File: src/rtl/alarm_pkg.sv
// Shared state encoding, default delay constants and width helpers for the alarm controller.
// No logic; the constants size the timer, debounce and siren counters.
// Backpressure: not applicable.
package alarm_pkg;

    typedef enum logic [2:0] {
        DISARMED = 3'd0,
        EXIT     = 3'd1,
        ARMED    = 3'd2,
        ENTRY    = 3'd3,
        ALARM    = 3'd4
    } state_t;

    localparam int DEF_DEBOUNCE_CYCLES = 4;
    localparam int DEF_EXIT_CYCLES     = 16;
    localparam int DEF_ENTRY_CYCLES    = 16;
    localparam int DEF_ALARM_CYCLES    = 64;
    localparam int DEF_BEEP_HALF       = 4;

    // Bits needed to hold values 0..n-1, never less than one.
    function automatic int width_for(input int n);
        return (n <= 2) ? 1 : $clog2(n);
    endfunction

    // The single down-counter must hold the largest delay minus one.
    function automatic int timer_w(input int a, input int b, input int c);
        int m;
        m = (a > b) ? a : b;
        m = (m > c) ? m : c;
        return width_for(m);
    endfunction

    // Debounce counter counts 0..n inclusive, at least 3 bits wide.
    function automatic int cnt_w(input int n);
        return ($clog2(n + 1) < 3) ? 3 : $clog2(n + 1);
    endfunction

endpackage

File: src/rtl/alarm_debounce.sv
// Two-flop synchroniser plus saturating run-length counter on an asynchronous level.
// Latency: db rises DEBOUNCE_CYCLES cycles after the synced level, i.e. after edge 2+DEBOUNCE_CYCLES.
// Backpressure: none; any low synced cycle restarts the count.
module alarm_debounce
    import alarm_pkg::*;
#(
    parameter int DEBOUNCE_CYCLES = DEF_DEBOUNCE_CYCLES
) (
    input  logic clk,
    input  logic rst,
    input  logic raw,
    output logic db
);

    localparam int              CNT_W   = cnt_w(DEBOUNCE_CYCLES);
    localparam logic [CNT_W-1:0] CNT_MAX = CNT_W'(DEBOUNCE_CYCLES);

    logic             sync_1;
    logic             sync_2;
    logic [CNT_W-1:0] cnt;

    always_ff @(posedge clk) begin
        if (rst) begin
            sync_1 <= 1'b0;
            sync_2 <= 1'b0;
            cnt    <= '0;
        end else begin
            sync_1 <= raw;
            sync_2 <= sync_1;
            if (!sync_2) begin
                cnt <= '0;
            end else if (cnt != CNT_MAX) begin
                cnt <= cnt + CNT_W'(1);
            end
        end
    end

    assign db = (cnt == CNT_MAX);

endmodule

File: src/rtl/alarm_ctrl.sv
// Alarm controller: button sync/edge detect, debounced trigger, exit/entry/alarm FSM and pulsed siren.
// Latency: button press acts at edge 3, trigger at edge 3+DEBOUNCE_CYCLES; outputs registered except armed.
// Backpressure: none; arm is ignored outside DISARMED and disarm overrides every other event.
module alarm_ctrl
    import alarm_pkg::*;
#(
    parameter int DEBOUNCE_CYCLES = DEF_DEBOUNCE_CYCLES,
    parameter int EXIT_CYCLES     = DEF_EXIT_CYCLES,
    parameter int ENTRY_CYCLES    = DEF_ENTRY_CYCLES,
    parameter int ALARM_CYCLES    = DEF_ALARM_CYCLES,
    parameter int BEEP_HALF       = DEF_BEEP_HALF
) (
    input  logic       clk,
    input  logic       rst,
    input  logic       trigger,
    input  logic       arm_btn,
    input  logic       disarm_btn,
    output logic       siren,
    output logic       armed,
    output logic       alarm_mem,
    output logic [2:0] state
);

    localparam int                 TIMER_W   = timer_w(EXIT_CYCLES, ENTRY_CYCLES, ALARM_CYCLES);
    localparam logic [TIMER_W-1:0] EXIT_LD   = TIMER_W'(EXIT_CYCLES - 1);
    localparam logic [TIMER_W-1:0] ENTRY_LD  = TIMER_W'(ENTRY_CYCLES - 1);
    localparam logic [TIMER_W-1:0] ALARM_LD  = TIMER_W'(ALARM_CYCLES - 1);
    localparam int                 BEEP_W    = width_for(BEEP_HALF);
    localparam logic [BEEP_W-1:0]  BEEP_LAST = BEEP_W'(BEEP_HALF - 1);

    state_t             state_q;
    logic [TIMER_W-1:0] timer;
    logic [BEEP_W-1:0]  beep_cnt;
    logic               trig_db;

    // [0],[1] synchronise; [2] is the previous synced value for edge detection.
    logic [2:0] arm_sh;
    logic [2:0] disarm_sh;
    logic       arm_p;
    logic       disarm_p;

    alarm_debounce #(
        .DEBOUNCE_CYCLES (DEBOUNCE_CYCLES)
    ) u_trig_db (
        .clk (clk),
        .rst (rst),
        .raw (trigger),
        .db  (trig_db)
    );

    always_ff @(posedge clk) begin
        if (rst) begin
            arm_sh    <= '0;
            disarm_sh <= '0;
        end else begin
            arm_sh    <= {arm_sh[1:0], arm_btn};
            disarm_sh <= {disarm_sh[1:0], disarm_btn};
        end
    end

    assign arm_p    = arm_sh[1] & ~arm_sh[2];
    assign disarm_p = disarm_sh[1] & ~disarm_sh[2];

    always_ff @(posedge clk) begin
        if (rst) begin
            state_q   <= DISARMED;
            timer     <= '0;
            beep_cnt  <= '0;
            siren     <= 1'b0;
            alarm_mem <= 1'b0;
        end else begin
            if (timer != '0) begin
                timer <= timer - TIMER_W'(1);
            end

            if (state_q == ALARM) begin
                if (beep_cnt == BEEP_LAST) begin
                    beep_cnt <= '0;
                    siren    <= ~siren;
                end else begin
                    beep_cnt <= beep_cnt + BEEP_W'(1);
                end
            end

            if (disarm_p) begin
                state_q <= DISARMED;
                siren   <= 1'b0;
            end else begin
                case (state_q)
                    DISARMED: begin
                        if (arm_p) begin
                            state_q   <= EXIT;
                            timer     <= EXIT_LD;
                            alarm_mem <= 1'b0;
                        end
                    end
                    EXIT: begin
                        if (timer == '0) state_q <= ARMED;
                    end
                    ARMED: begin
                        if (trig_db) begin
                            state_q <= ENTRY;
                            timer   <= ENTRY_LD;
                        end
                    end
                    ENTRY: begin
                        if (timer == '0) begin
                            state_q   <= ALARM;
                            timer     <= ALARM_LD;
                            alarm_mem <= 1'b1;
                            siren     <= 1'b1;
                            beep_cnt  <= '0;
                        end
                    end
                    ALARM: begin
                        if (timer == '0) begin
                            state_q <= ARMED;
                            siren   <= 1'b0;
                        end
                    end
                    default: begin
                        state_q <= DISARMED;
                        siren   <= 1'b0;
                    end
                endcase
            end
        end
    end

    assign state = state_q;
    assign armed = (state_q == ARMED) || (state_q == ENTRY) || (state_q == ALARM);

endmodule

File: config.mk
export PLATFORM = sky130hd
export DESIGN_NAME = alarm_ctrl
export DESIGN_NICKNAME = d
export VERILOG_FILES = /design/src/rtl/alarm_pkg.sv /design/src/rtl/alarm_debounce.sv /design/src/rtl/alarm_ctrl.sv
export SDC_FILE = /design/constraint.sdc
export NUM_CORES = 1
export LEC_CHECK = 0
export ABC_AREA = 1
export CAP_MARGIN = 0
export CORE_MARGIN = 4
export CORE_UTILIZATION = 50
export CTS_CLUSTER_SIZE = 8
export DETAILED_ROUTE_END_ITERATION = 7
export PLACE_DENSITY = 0.7
export SLEW_MARGIN = 20
export SYNTH_ARGS = -nofsm -noshare
export SYNTH_HDL_FRONTEND = slang
export SYNTH_HIERARCHICAL = 1
export SYNTH_SLANG_ARGS = --single-unit
File: constraint.sdc
create_clock -name clk -period 2.33 [get_ports clk]
set_clock_uncertainty 0.15 [all_clocks]
set_input_delay 0.466 -clock clk [delete_from_list [all_inputs] [get_ports clk]]
set_output_delay 0.466 -clock clk [all_outputs]
set_load 0.02 [all_outputs]
# Word-level counts from Yosys, hierarchy flattened
# Cells that the tools add are included.
[totals]
word_cells = 67
reg_bits = 24
input_bits = 5
out_inout_bits = 6
[classes]
mux = 24
bitwise = 7
add_sub_neg = 3
reduce_logical = 12
n_eq_ne = 11
[ops]
columns = ["op", "count"]
rows = [
  ["$mux W6", 5],
  ["$pmux W6 S3", 1],
  ["$mux W3", 4],
  ["$pmux W3 S4", 1],
  ["$mux W2", 5],
  ["$reduce_and A4 Y1", 2],
  ["$eq A3 B2 Y1 const B", 2],
  ["$eq A3 B3 Y1 const B", 2],
  ["$logic_not A6 Y1", 1],
  ["$mux W1", 6],
  ["$ne A2 B2 Y1 const B", 3],
  ["$reduce_bool A6 Y1", 1],
  ["$reduce_or A2 Y1", 3],
  ["$sub A6 B1 Y6 const B", 1],
  ["$not A1 Y1", 5],
  ["$add A3 B1 Y3 const B", 1],
  ["$eq A3 B1 Y1 const B", 1],
  ["$logic_not A3 Y1", 1],
  ["$ne A3 B3 Y1 const B", 1],
  ["$pmux W1 S3", 1],
  ["$reduce_or A3 Y1", 1],
  ["$add A2 B1 Y2 const B", 1],
  ["$and A1 B1 Y1", 2],
  ["$eq A2 B2 Y1 const B", 1],
  ["other kinds (4)", 5],
]

# Depth between registers and ports, before layout
# Gate-level depths: netlist (run 1).
[depth]
ltp_word = 6
ltp_mapped = 10
mapped_depth_nobuf = 10

# Modules after synthesis
# The synthesis (run 1) kept the hierarchy.
[modules_own_cells]
columns = ["module", "instances", "seq_area_each_um2", "area_per_inst_um2", "cells_per_inst"]
rows = [
  ["alarm_ctrl", 1, 380.4, 1132.3, 169],
  ["alarm_debounce", 1, 100.1, 240.2, 33],
]

# Least setup slack after synthesis (run 1)
# No wires, ideal clock.
[synth_path]
path_type = "register to output"
start = "register state_q[1] (netlist: state[1])"
end = "output port armed"
required_ps = 1714
slack_ps = 523
n_path_buf = 0
path_stages_with_launch = 3
t_arrival_ps = 1191
cell_sequence = "dfxtp_1 -> inv_2 -> o21ai_0"
[synth_between]
elab_chain_cells = 3
elab_cells_between_ends = 5
classes_between = "eq/ne (3); reduce/logical (2)"
[synth_lines]
columns = ["item", "line_no", "source"]
rows = [
  ["from (decl)", "alarm_ctrl.sv:31", "state_t state_q;"],
  ["from (signal assigned)", "alarm_ctrl.sv:66", "state_q <= DISARMED;"],
  ["from (signal assigned)", "alarm_ctrl.sv:86", "state_q <= DISARMED;"],
  ["from (signal assigned)", "alarm_ctrl.sv:92", "state_q <= EXIT;"],
  ["$eq A3 B2 Y1", "alarm_ctrl.sv:131", "assign armed = (state_q == ARMED) || (state_q == ENTRY) || (state_q == ALARM);"],
  ["$logic_or A1 B1 Y1", "alarm_ctrl.sv:131", ""],
  ["$logic_or A1 B1 Y1 (*)", "alarm_ctrl.sv:131", ""],
  ["to (decl)", "alarm_ctrl.sv:19", "output logic armed,"],
]
# Mark *: on every way between the ends. The rest lies on a longest branch, timed or not.

# Worst setup path in the final report (run 1)
[layout_path]
start = "register state_q[0] (netlist: state[0])"
end = "output port state[0]"
[layout_lines]
columns = ["item", "line_no", "source"]
rows = [
  ["to (decl)", "alarm_ctrl.sv:21", "output logic [2:0] state"],
]
# No word-level cell between the ends.

==> summary by stage, run 1 <==
Run status
The flow ran to the end, and the final reports show no timing, DRC or antenna violations.

Synthesis
The Yosys step of the flow raised 6 warnings. Synthesis produced a netlist with a net count of 213. The biggest area contributor in the post-synthesis netlist is sky130_fd_sc_hd__dfxtp_1. The synthesized design contains 24 register bits. A synthesized cell averages 6.79 µm². In the post-synthesis netlist, the biggest area contributors are sky130_fd_sc_hd__dfxtp_1 (35%), sky130_fd_sc_hd__nand2_1 (14%), sky130_fd_sc_hd__nor2_1 (6.6%), sky130_fd_sc_hd__inv_1 (6.0%), sky130_fd_sc_hd__ha_1 (5.5%). The synthesized area is 1370 µm². Synthesis produced 202 cells. The count of cell types in the netlist is 28. The area share of the largest cell type after synthesis is 0.350.

For this run, the register share of the synthesized area comes to 0.350.

Power and ir drop
Power spread over the standard cell area amounts to 1230 nW/µm². The leakage power total is 0.746 nW. VDD sags by at most 0.000843 V.

Critical path
STA classifies the critical path startpoint as a register. The worst register-to-register path begins at timer[0]. The category of the worst setup path capture point is a primary output. STA puts the critical path data arrival time at 1.47 ns. Together, buffers and inverters on the worst path number 1. The highest fanout seen on the critical path is 7. The top cell family by delay on the critical path is buffers and inverters. The critical path in this run is classified as register to primary output. The slowest stage of the critical path belongs to the cell sky130_fd_sc_hd__clkdlybuf4s50_1. The critical path goes through clkdlybuf4s50_1.

The delay of the slowest cell on the worst path is 0.66 ns. The source of the critical timing path is state[0]. For the worst setup path, the data required time is 1.71 ns.

Place
The worst slack at placement is 0.337 ns. The sum of net half-perimeters after detailed placement is 2180 µm. The number of buffers inserted by port buffering is 10. Routability-driven placement finished with a final weighted congestion of 0.809.

CTS
The maximum buffer depth of the clock tree is 2. The tree is rooted in a sky130_fd_sc_hd__clkbuf_4. The depth of the CTS H-tree is 1. The clock input transition at the sequential cells of the worst setup and hold paths is 0.13 ns.

The CTS sink count is 24. TritonCTS built the clock tree. The worst-skew pair later-pin latency is 0.33 ns. The total of hold buffers inserted after clock tree synthesis is 0. The number of buffers added by the clock tree synthesis step is 3.

The number of post-CTS setup repair buffers is 0.

Min path
The startpoint identified for the worst hold timing path is arm_sh[0]. The worst hold path class is register to register.

Detailed routing
The average wire per cell in the routed design is 11.2 µm. In the routed layout, each cell is associated on average with a via count of 5.06. The antenna violation net count after detailed routing is 0.

The routed via count is 1244. For this block, the initial DRC count from the detailed router was 24. The final layout contains routed wiring with a total length of 2760 µm. For this run, design rule violations remaining after detail routing come to 0. For this run, the detailed router's first-pass iteration total came to 4.

Floorplanning
The floorplan step set the die height to 60.4 µm. The standard-cell row count is 18. The number of placed I/O pins is 11. The floorplan step defined a core boundary enclosing 2540 µm². The initial cell density of the core is 0.539. Measured along the x axis, the die boundary spans 60.4 µm. The area of the die is 3650 µm².

Cells and area
Of the cells placed in the final design, the portion with a size suffix greater than 1 is 0.167. 0 antenna diodes ended up in the layout. Relative to the synthesized area, the layout overhead comes to 14.4%. The layout filler cell count is 257. The count of nets after finishing is 228.

Global routing
The number of antenna violations at the first check in global routing was 0. For this run the aggregate overflow at the end of global routing stands at 0. The wire length of the first global-routing pass is 4760 µm. The via count of the first global-routing pass is 1165.

The global routing usage summed across all routing layers is 0.174. The largest net degree at the start of global routing is 15.

Timing
At the pin with the least slew margin, the transition time is 0.509 ns. The relative slew slack is 0.659. The number of slew-limit violations in the final report came to 0. Of the available clock period, the critical path in the final layout requires 0.897. The final number of hold-violating endpoints was 0. The worst path setup slack after routing is 0.241 ns. Setup violations remaining at the end of the flow were counted as 0. Setup repair after global routing left no endpoint under its margin.

The post-route setup TNS is 0 ns. The worst path in the final design needs a cycle of 2.09 ns, including I/O delays and setup. The achievable frequency is 479 MHz.

Flow run
The max-capacitance violation count is 0.
[final timing paths]
check                    to  slack (ns)  cells past startpoint
setup / recovery   state[0]        0.24                      1
hold / removal    arm_sh[1]        0.27                      2
setup reg to reg   timer[0]        0.48                      6
hold reg to reg   arm_sh[1]        0.27                      2
[cells in the mapped netlist (all sizes together)]
cell,count
xnor2,1
a41oi,1
clkbuf,1
nor2,34
dfxtp,24
o22ai,1
nand4,1
o21ai,13
or3,1
nor3,1
or2,1
nand3,11
nand2,57
a21oi,11
clkinv,2
ha,6
inv,32
xor2,2
nand3b,1
o21a,1
[routing by layer]
metal  wire [µm]  track usage
met5           0            0
met4          35       0.0570
met3          87       0.0447
met2        1350        0.302
met1        1290        0.209
[report_power, final]
part	switching (mW)	total, mW	internal, mW
registers	0.0689	0.548	0.479
logic	0.681	1.09	0.405
clock network	0.129	0.304	0.174
total	0.879	1.94	1.06
[what timing repair did]
action	4_1_cts	5_1_grt
endpoints found under the setup margin	1	1
resized for setup	1	1
endpoints found under the hold margin	0	0
gates cloned	0	0
[tightest hold or removal path, cell delays in order (launching register included)]
cell	delay [ns]
sky130_fd_sc_hd__dfxtp_1	0.32
sky130_fd_sc_hd__inv_1	0.04
sky130_fd_sc_hd__nor2_1	0.03
[through the flow]
step / instance area, µm² / std cells / total power [mW] / hold WS (ns) / util
2_1_floorplan: 1370 / 202 / 1.40 / 0.238 / -
3_3_place_gp: 1510 / 242 / 1.59 / 0.238 / 0.595
3_5_place_dp: 1510 / 242 / 1.64 / 0.251 / 0.595
4_1_cts: 1570 / 246 / 1.95 / 0.270 / 0.616
5_1_grt: 1570 / 246 / 2.11 / 0.296 / 0.617
6_report: 1570 / 246 / 1.94 / 0.266 / 0.617
[cells in the final DEF (no fill, tap or decap), drive strengths merged, types with 2 or more instances in the layout]
cell type / netlist / final
xor2: 2 / 2
ha: 6 / 6
nor2: 34 / 34
a21oi: 11 / 11
nand3: 11 / 11
nand2: 57 / 57
o21ai: 13 / 13
dfxtp: 24 / 24
clkinv: 2 / 2
clkdlybuf4s50: 0 / 9
inv: 32 / 32
clkbuf: 1 / 3
[registers in the layout (all words and copies together) (netlist names)]
| register | flops |
|---|---|
| alarm_mem | 1 |
| arm_sh | 3 |
| beep_cnt | 2 |
| disarm_sh | 3 |
| siren | 1 |
| state | 3 |
| timer | 6 |
| u_trig_db/cnt | 3 |
| u_trig_db/sync_1 | 1 |
| u_trig_db/sync_2 | 1 |
[cell type report]
class                   count  area, µm²  share of cell area
well taps                  30       37.5              0.0239
inverters                  34        129              0.0821
repair buffers             11        110              0.0701
clock buffers               3       22.5              0.0143
clock inverters             1       30.0              0.0191
multi-input cells         143        759               0.484
flip-flops and latches     24        482               0.307
[cells by family (layout without fill, tap and decap cells)]
| family | Yosys count | after routing | share of synthesized area |
|---|---|---|---|
| and+or+nand+nor | 107 | 107 | 0.365 |
| buffers and inverters | 35 | 49 | 0.0966 |
| AOI/OAI and AO/OA | 27 | 27 | 0.115 |
| DFF | 24 | 24 | 0.350 |
| adders and majority gates | 6 | 6 | 0.0547 |
| xor gates and xnor gates | 3 | 3 | 0.0191 |
Power figures use the tool's default switching activity.
==> inputs of run 2 (changes only) <==
Settings changed: CELL_PAD_IN_SITES_DETAIL_PLACEMENT from default to 0, CELL_PAD_IN_SITES_GLOBAL_PLACEMENT from default to 2, CORE_UTILIZATION 50 to 32, PLACE_DENSITY 0.7 to default, PLACE_DENSITY_LB_ADDON from default to 0.1.
==> run 2 against run 1 <==
  * Total power grew 2.6%
  * Largest power group unchanged
  * Clock power increased by 18%
  * Routed wire length up 2.5%
  * Final cell count increased by 8.1%
==> summary by stage, run 2 (same netlist as run 1, synthesis figures left out) <==
Critical path
The critical path goes through nor2_1 > nand2_1 > o21ai_0 > clkdlybuf4s50_1. The source of the critical timing path is state[0]. The arrival time of data at the critical path endpoint is 1.57 ns (+0.10 ns). The sort of element at the start of the critical path is a register. The delay of the slowest cell on the worst path was 0.62 ns (-0.04 ns). The highest fanout seen on the critical path is 7 (unchanged).

The startpoint identified for the worst register-to-register timing path is timer[0]. The worst setup path is captured at a primary output. The data required time at the worst endpoint is 1.71 ns (about the same). The kind of critical path is register to primary output. The worst setup path endpoint is armed. The cell depth of the worst flop-to-flop path is 6 (unchanged). The flop-to-flop setup slack is 0.49 ns (about the same). The worst register-to-register path ends at timer[0]. For this design, the slowest cell found on the critical path is sky130_fd_sc_hd__clkdlybuf4s50_1.

CTS
The total of hold buffers inserted after clock tree synthesis is 0 (unchanged). The clock tree from TritonCTS is yes. The maximum buffer depth of the clock tree is 2 (unchanged). The number of buffers added by the clock tree synthesis step is 3 (unchanged). The worst-skew pair later-pin latency is 0.26 ns (-0.07 ns). The post-CTS resize count is 0 (-1).

The number of post-CTS setup repair buffers came to 0 (unchanged). The CTS sink count is 24 (unchanged). The depth of the CTS H-tree is 1 (unchanged).

The master cell of the clock root buffer is sky130_fd_sc_hd__clkbuf_8. The clock input transition at the sequential cells of the worst setup and hold paths was 0.08 ns (-0.05 ns).

Cells and area
The final cell count without fillers is 266 (+8.1%). The layout filler cell count came to 443 (+72%). The final core utilization is 0.394 (-0.223).

The antenna diode count is 0 (unchanged). The flip-flop count of the largest register after layout is 6 (unchanged). The count of nets after finishing is 228 (unchanged). The top cell types in the final layout, fill and taps aside, are sky130_fd_sc_hd__nand2_1 (52), sky130_fd_sc_hd__nor2_1 (24), sky130_fd_sc_hd__dfxtp_1 (23). Compared with the post-synthesis result, the final layout area differs by 17.4%. The fraction of final layout cells sized beyond drive strength 1 is 0.167 (unchanged). timer holds more flip-flops than any other register. The commonest non-fill, non-tap cell in the layout is sky130_fd_sc_hd__nand2_1.

Global routing
The via count of the first global-routing pass was 1112 (-4.5%). The number of antenna violations at the first check in global routing came to 0 (unchanged). The largest net degree at the start of global routing is 15 (unchanged). The wire length of the first global-routing pass is 4860 µm (+2.2%). The leftover overflow at the end of global routing is 0 (unchanged). The global routing usage summed across all routing layers came to 0.113 (-0.0608).

Power and ir drop
The maximum VDD drop was 0.000457 V (-46%). The overall power consumption was 1.99 mW (+2.6%). The cell area power density is 1230 nW/µm² (about the same). The leakage power total is 0.737 nW (-1.1%).

Detailed routing
The antenna violation net count after detailed routing is 0 (unchanged). The via count normalized by instance count is 4.58 (-9.4%). The final wirelength is 2830 µm (+2.5%). The number of search-and-repair iterations in the first detailed-routing pass came to 4 (unchanged). The routed via count is 1219 (-2.0%). The number of remaining DRC errors is 0 (unchanged). The violation count after the first detailed-route iteration is 45 (+88%).

The average wire per cell in the routed design is 10.6 µm (-5.2%).

Run status
The run finished with clean final reports.

Place
The number of cells in the design after placement is 262 (+8.3%). The sum of net half-perimeters after detailed placement was 2300 µm (+5.2%). The placer's final routability congestion estimate is 0.750 (-7.4%). The number of buffers inserted by port buffering is 10 (unchanged).

Timing
The relative slew slack came to 0.636 (-0.0231). The measured slew at the worst slew-check pin is 0.543 ns (+0.0345 ns). The achievable frequency came to 458 MHz (-4.2%). The part of the cycle the worst path needs was 0.936 (+0.0397).

The post-route setup TNS came to 0 ns (unchanged). Setup repair after global routing left no endpoint under its margin. The final hold slack came to 0.259 ns (-0.00727 ns). The final count of negative-setup-slack endpoints came to 0 (unchanged). The final number of hold-violating endpoints was 0 (unchanged). The number of slew-limit violations in the final report was 0 (unchanged). The clock period minus final worst setup slack is 2.18 ns (+0.0925 ns).

Floorplanning
The number of placed I/O pins is 11 (unchanged). The initial cell density of the core is 0.336 (-0.203). The width of the die is 73.5 µm (+22%).

The chip height is 73.5 µm (+22%). The area of the die is 5400 µm² (+48%). The standard-cell row count was 23 (+5).

The area of the placeable core is 4090 µm² (+61%).

Min path
The tightest min-delay check is of the register to register type.

Flow run
The max-capacitance violation count is 0 (unchanged).
run 2: through the flow:
step | instance area, µm² | worst slack [ns]
after detailed placement | 1540 | 0.348
after global routing | 1610 | 0.00641
final | 1610 | 0.148
after global placement | 1540 | 0.357
after floorplan | 1370 | 0.523
after CTS | 1610 | 0.0452
run 2: worst min path at each step:
stage               cells past startpoint           end         start
CTS                                     2     arm_sh[1]     arm_sh[0]
detailed placement                      2     arm_sh[1]     arm_sh[0]
finish                                  2     arm_sh[1]     arm_sh[0]
global route                            2     arm_sh[1]     arm_sh[0]
global placement                        2  disarm_sh[1]  disarm_sh[0]
floorplan                               2     arm_sh[1]     arm_sh[0]
run 2: layout make-up:
cell class	instances	area, µm²	share of cell area
multi-input combinational	143	759	0.471
sequential	24	482	0.299
inverter	34	129	0.0800
timing repair buffer	11	108	0.0668
tap	50	62.6	0.0388
clock buffer	3	41.3	0.0256
clock inverter	1	30.0	0.0186
run 2: layer usage:
metal | share of wire | wire length [µm] | vias to the layer above | global-route usage
li1 | - | - | 661 | -
met1 | 0.48 | 1350 | 544 | 0.145
met2 | 0.48 | 1350 | 12 | 0.193
met3 | 0.040 | 113 | 2 | 0.0342
met4 | 0.0060 | 17 | 0 | 0.0121
met5 | 0 | 0 | - | 0
run 2: power by group:
part           leakage (nW)  switching (mW)  internal, mW
sequential            0.197          0.0646         0.479
clock                0.0357           0.131         0.229
combinational         0.505           0.677         0.407
total                 0.737           0.872          1.12
run 2: worst max-delay path, delay by kind of cell (launching register included):
| kind | cells | cell delay [ns] |
|---|---|---|
| compound gates | 1 | 0.09 |
| buf+inv | 1 | 0.62 |
| flops | 1 | 0.37 |
| simple gates | 2 | 0.22 |
